File: config.mk
export PLATFORM = sky130hd
export DESIGN_NAME = spi_slave
export DESIGN_NICKNAME = d
export VERILOG_FILES = /design/src/rtl/spi_pkg.sv /design/src/rtl/spi_sync_edge.sv /design/src/rtl/spi_slave.sv
export SDC_FILE = /design/constraint.sdc
export NUM_CORES = 1
export LEC_CHECK = 0
export BUFFER_PORTS_ARGS = -buffer_cell sky130_fd_sc_hd__buf_2
export CAP_MARGIN = 20
export CORE_UTILIZATION = 60
export DETAILED_ROUTE_END_ITERATION = 10
export PLACE_DENSITY_LB_ADDON = 0.3
export SETUP_SLACK_MARGIN = 0.15
export SYNTH_ARGS = -nofsm -noshare
export SYNTH_HDL_FRONTEND = slang
export SYNTH_SLANG_ARGS = --single-unit
export TNS_END_PERCENT = 30
File: constraint.sdc
create_clock -name clk -period 5.6 [get_ports clk]
set_clock_uncertainty 0.05 [all_clocks]
set_input_delay 1.12 -clock clk [delete_from_list [all_inputs] [get_ports clk]]
set_output_delay 1.12 -clock clk [all_outputs]
set_load 0.02 [all_outputs]
File: src/rtl/spi_pkg.sv
// Shared definitions for the SPI target endpoint: mode constants, FSM states
// and the bit-counter width helper.
package spi_pkg;

  localparam logic CPOL0      = 1'b0;
  localparam logic CPOL1      = 1'b1;
  localparam logic SAMPLE_1ST = 1'b0;
  localparam logic SAMPLE_2ND = 1'b1;

  typedef enum logic [1:0] {
    IDLE   = 2'd0,
    ACTIVE = 2'd1,
    DONE   = 2'd2
  } state_t;

  // Counter must hold the values 0..bits.
  function automatic int unsigned cnt_width(input int unsigned bits);
    return $clog2(bits + 1);
  endfunction

endpackage

File: src/rtl/spi_sync_edge.sv
// Two-stage synchronizer plus history flop for one asynchronous pin.
// Provides the synchronized level and single-cycle rise/fall strobes.
module spi_sync_edge #(
  parameter logic RST_VAL = 1'b0
) (
  input  logic clk,
  input  logic rst,
  input  logic din,
  output logic level,
  output logic rise,
  output logic fall
);

  logic ff1;
  logic ff2;
  logic hist;

  always_ff @(posedge clk) begin
    if (!rst) begin
      ff1  <= RST_VAL;
      ff2  <= RST_VAL;
      hist <= RST_VAL;
    end else begin
      ff1  <= din;
      ff2  <= ff1;
      hist <= ff2;
    end
  end

  assign level = ff2;
  assign rise  = ff2 & ~hist;
  assign fall  = ~ff2 & hist;

endmodule

File: src/rtl/spi_slave.sv
// SPI target endpoint: oversamples sck/cs/sdi in the clk domain, receives one
// BITS-wide word per chip-select frame and returns a preloaded word on sdo.
module spi_slave
  import spi_pkg::*;
#(
  parameter int unsigned BITS   = 16,
  parameter logic        SCKINT = CPOL0,
  parameter logic        SPEDGE = SAMPLE_1ST
) (
  input  logic            clk,
  input  logic            rst,
  input  logic [BITS-1:0] dataOut,
  output logic [BITS-1:0] dataIn,
  output logic            valid,
  output logic            abort,
  output logic            working,
  output logic            sdo_oe,
  input  logic            sck,
  input  logic            cs,
  input  logic            sdi,
  output logic            sdo
);

  localparam int unsigned CW = cnt_width(BITS);

  logic sck_level;
  logic sck_rise;
  logic sck_fall;
  logic cs_level;
  logic cs_rise;
  logic cs_fall;
  logic [1:0] sdi_ff;

  state_t          state;
  logic [BITS-1:0] tx;
  logic [BITS-1:0] rx;
  logic [CW-1:0]   cnt;

  logic sck_edge;
  logic lead;
  logic trail;
  logic sample;
  logic shift;
  logic last;

  spi_sync_edge #(.RST_VAL(SCKINT)) u_sck_sync (
    .clk   (clk),
    .rst   (rst),
    .din   (sck),
    .level (sck_level),
    .rise  (sck_rise),
    .fall  (sck_fall)
  );

  // Resetting to "low" means a cs held low through reset never shows a fall,
  // so a frame in flight is ignored until cs has been seen high again.
  spi_sync_edge #(.RST_VAL(1'b0)) u_cs_sync (
    .clk   (clk),
    .rst   (rst),
    .din   (cs),
    .level (cs_level),
    .rise  (cs_rise),
    .fall  (cs_fall)
  );

  // Same two-stage depth as sck keeps data aligned with its clock edge.
  always_ff @(posedge clk) begin
    if (!rst) begin
      sdi_ff <= '0;
    end else begin
      sdi_ff <= {sdi_ff[0], sdi};
    end
  end

  assign sck_edge = sck_rise | sck_fall;
  assign lead     = sck_edge & (sck_level != SCKINT);
  assign trail    = sck_edge & (sck_level == SCKINT);
  assign sample   = SPEDGE ? trail : lead;
  assign shift    = SPEDGE ? lead : trail;
  assign last     = sample & (cnt == CW'(BITS - 1));

  // Frame FSM with registered outputs.
  always_ff @(posedge clk) begin
    if (!rst) begin
      state   <= IDLE;
      tx      <= '0;
      rx      <= '0;
      cnt     <= '0;
      dataIn  <= '0;
      valid   <= 1'b0;
      abort   <= 1'b0;
      working <= 1'b0;
      sdo_oe  <= 1'b0;
      sdo     <= 1'b0;
    end else begin
      valid <= 1'b0;
      abort <= 1'b0;
      case (state)
        IDLE: begin
          if (cs_fall) begin
            state   <= ACTIVE;
            rx      <= '0;
            cnt     <= '0;
            working <= 1'b1;
            sdo_oe  <= 1'b1;
            if (SPEDGE) begin
              tx  <= dataOut;
              sdo <= 1'b0;
            end else begin
              tx  <= {dataOut[BITS-2:0], 1'b0};
              sdo <= dataOut[BITS-1];
            end
          end
        end
        ACTIVE: begin
          if (last) begin
            // Final sample beats a simultaneous cs rise.
            dataIn <= {rx[BITS-2:0], sdi_ff[1]};
            rx     <= {rx[BITS-2:0], sdi_ff[1]};
            cnt    <= cnt + CW'(1);
            valid  <= 1'b1;
            sdo    <= 1'b0;
            if (cs_rise) begin
              state   <= IDLE;
              working <= 1'b0;
              sdo_oe  <= 1'b0;
            end else begin
              state <= DONE;
            end
          end else if (cs_rise) begin
            state   <= IDLE;
            abort   <= 1'b1;
            working <= 1'b0;
            sdo_oe  <= 1'b0;
            sdo     <= 1'b0;
          end else begin
            if (sample) begin
              rx  <= {rx[BITS-2:0], sdi_ff[1]};
              cnt <= cnt + CW'(1);
            end
            if (shift) begin
              sdo <= tx[BITS-1];
              tx  <= {tx[BITS-2:0], 1'b0};
            end
          end
        end
        DONE: begin
          sdo <= 1'b0;
          if (cs_level) begin
            state   <= IDLE;
            working <= 1'b0;
            sdo_oe  <= 1'b0;
          end
        end
        default: begin
          state   <= IDLE;
          working <= 1'b0;
          sdo_oe  <= 1'b0;
          sdo     <= 1'b0;
        end
      endcase
    end
  end

endmodule
==> impl_results.md <==
* Status: complete, no violations
* CP max FO at 65
* Fraction of the mapped netlist area in simple logic gates at 20.2%
* Synth top area share at 47.5%
* GRT Util Overall at 20.2%
* Clock Sinks at 65
* IO Pins at 42
* Initial DRC Count at 91
* Critical Path Start: rst
* R2R cell count at 7
* Reg clk slew, reported paths at 0.06 ns
* Die ar. at 4840 um^2
* Antenna violations before repair at 0
* Largest net degree at the start of global routing at 66
* Die Wd at 69.5 um
* Largest area contributor in the netlist: dfxtp_1
* Number of vias per cell at 5.39
* Worst path max stage delay at 0.72 ns
* IO Port Bufs at 41
* Clock Path Buffers at 2
* Area after DPL at 2900 um^2
* Fill cells at 363
* Initial Utilization at 62.4%
* CP endpoint kind: flip-flop
* Post-synthesis adder-cell area fraction at 0.914%
* WHS Path Cells at 1
* Routed wire length at 4.56 mm
* Leakage at 1.42 nW
* Register Area at 1300 um^2
* Hold Path Class: flip-flop to flip-flop
* ANT nets after route at 0
* Peak VDD IR at 0.000202 V
* Vias in the first global route at 1,877
* Top-count cell post-synth: nand2_1
* Power Density at 284 nW/um^2
* Synth top cells by count: nand2_1, dfxtp_1, mux2i_1
* Root buf cell: clkbuf_8
* Final net count at 348
* Worst path arrival time at 3.28 ns
* Fmax at 0.327 GHz
* Sequential share of the synthesized area at 47.5%
* Setup repair after global routing missed its margin: false
* Mapped Avg Cell Area at 9.34 um^2
* Largest family of logic cells by synthesized area: simple AND/OR/NAND/NOR gates
* WL/cell at 12.0 um
* Synth Warn # at 0
* Slew HR at 33.4%
* Core area at 4380 um^2
* Drt pass-1 iters at 4
* Gates resized, CTS repair at 0
* Detailed-route DRC error count at 0
* Multi-input logic area at 1310 um^2
* Setup_tns at 0 ns
* Overall power at 0.873 mW
* CTS Hold Bufs at 0
* Area Growth Syn to Fin at 12.2%
* FP Rows at 24
* Clk_lat worst skew at 0.33 ns
* Distinct cells, synth at 37
* Minimum period implied by the final worst setup slack at 3.05 ns
* Final Cycle Share at 54.5%
* Critical path, cell by cell: buf_2 > and3b_1 > o2111ai_1 > o31ai_1 > a31o_2
* Grt total ovfl at 0
* H-Tree Level Count at 3
* Share of layout cells above drive strength 1 at 19.3%
* Chip Height at 69.5 um
* Xor and xnor fraction of the mapped netlist area at 0%
* Num CTS Buffers at 9
* CTS tree: built
* Setup violators final at 0
* Synthesized area at 2740 um^2
* Max-slew violation count at 0
* Diodes inserted at 0
* Synth Area in Compound Gates at 15.1%
* Vias at 2,041
* Cells after Synth at 293
* Main synth FF type: dfxtp_1
* Post-synthesis async set-or-reset flop share at 0%
* Post-CTS Setup Inserts at 0
* Startpoint of the worst hold path: u_sck_sync.ff1$_SDFF_PN0_
* Post-detail-place hpwl at 3.02 mm
* Worst-margin pin slew at 0.998 ns
* Yosys reg bits at 65
* Placed instance count at 366
* Routability cong. at 0.796
* Top cells by area, synth: dfxtp_1, nand2_1, mux2i_1, o211a_1, a21boi_0
* RR Startpoint: cnt[0]$_SDFFE_PN0P_
* Final hold viol count at 0
* Final Non-Filler Cells at 379
* CP Launch Type: input pin
* Number of synthesized flops with an enable pin at 0
* MaxCap Viol Count at 0
* Data required time at the worst endpoint at 5.83 ns
* First-pass GRT wire length at 7.76 mm
* Setup CP Type: input pin to flip-flop
* CP max-delay cell: buf_2
* Post-Syn Nets at 316
* Final instance area at 3070 um^2
* Multiplexer area fraction after synthesis at 11.3%
==> per-layer routing <==
metal  vias up  GRT usage (%)  wire [um]
li1       1049              -          -
met1       939           22.1       2120
met2        43           34.1       2180
met3        10           6.69        168
met4         0           11.3         95
met5         -              0          0
==> final cells by class <==
type | instances | share of cell area (%)
multi-input cells | 204 | 42.6
flip-flops and latches | 65 | 42.4
repair buffers | 43 | 7.17
clock buffers | 13 | 5.50
well taps | 52 | 2.12
inverters | 2 | 0.244
==> logic make-up (layout without fill, tap and decap cells) <==
kind of cell               Yosys count  count (layout)
AOI/OAI and AO/OA                   48              48
adders and majority gates            2               2
buffers and inverters               24              58
DFF                                 65              65
muxes                               31              31
and+or+nand+nor                    123             123
==> worst max-delay path, delay by kind of cell <==
family          cells  cell delay, ns
simple gates        1            0.72
compound gates      3            0.70
buf+inv             1            0.72
==> power breakdown <==
part           total [mW]  switching (mW)  internal [mW]
logic              0.0520          0.0278         0.0242
clock network       0.345           0.155          0.190
registers           0.476         0.00530          0.470
==> worst paths after layout <==
kind | end | slack [ns]
worst min-delay path | u_sck_sync.level$_SDFF_PN0_ | 0.39
worst max register to register | dataIn[5]$_SDFFE_PN0P_ | 3.43
worst min register to register | u_sck_sync.level$_SDFF_PN0_ | 0.39
worst max-delay path | cnt[3]$_SDFFE_PN0P_ | 2.55
==> stage by stage <==
step	util [%]	worst slack, ns	hold slack [ns]
5_1_grt	70.0	2.33	0.420
4_1_cts	70.0	2.51	0.392
3_5_place_dp	66.2	2.17	0.378
6_report	70.0	2.55	0.392
3_3_place_gp	66.2	2.19	0.363
2_1_floorplan	-	3.56	0.362
==> registers in the layout, indices dropped and copies added (netlist names) <==
name	cells
abort	1
sdi_ff	2
rx	15
sdo_oe	1
dataIn	16
u_cs_sync.hist	1
u_cs_sync.level	1
cnt	5
u_sck_sync.ff1	1
u_cs_sync.ff1	1
u_sck_sync.hist	1
sdo	1
valid	1
state	2
u_sck_sync.level	1
tx	15
==> layout by cell type (no fill, tap or decap), types with 2 or more instances in the layout <==
cell,count
nand2_1,86
dfxtp_1,65
buf_2,41
mux2i_1,31
a21boi_0,17
o211a_1,14
clkbuf_8,12
and2_1,10
nand2b_1,7
nor2_1,5
nor2b_1,4
nand3b_1,3
a31o_2,3
inv_1,2
o21ai_0,2
nand3_1,2
o31ai_1,2
ha_1,2
buf_4,2
Power figures use the tool's default switching activity.
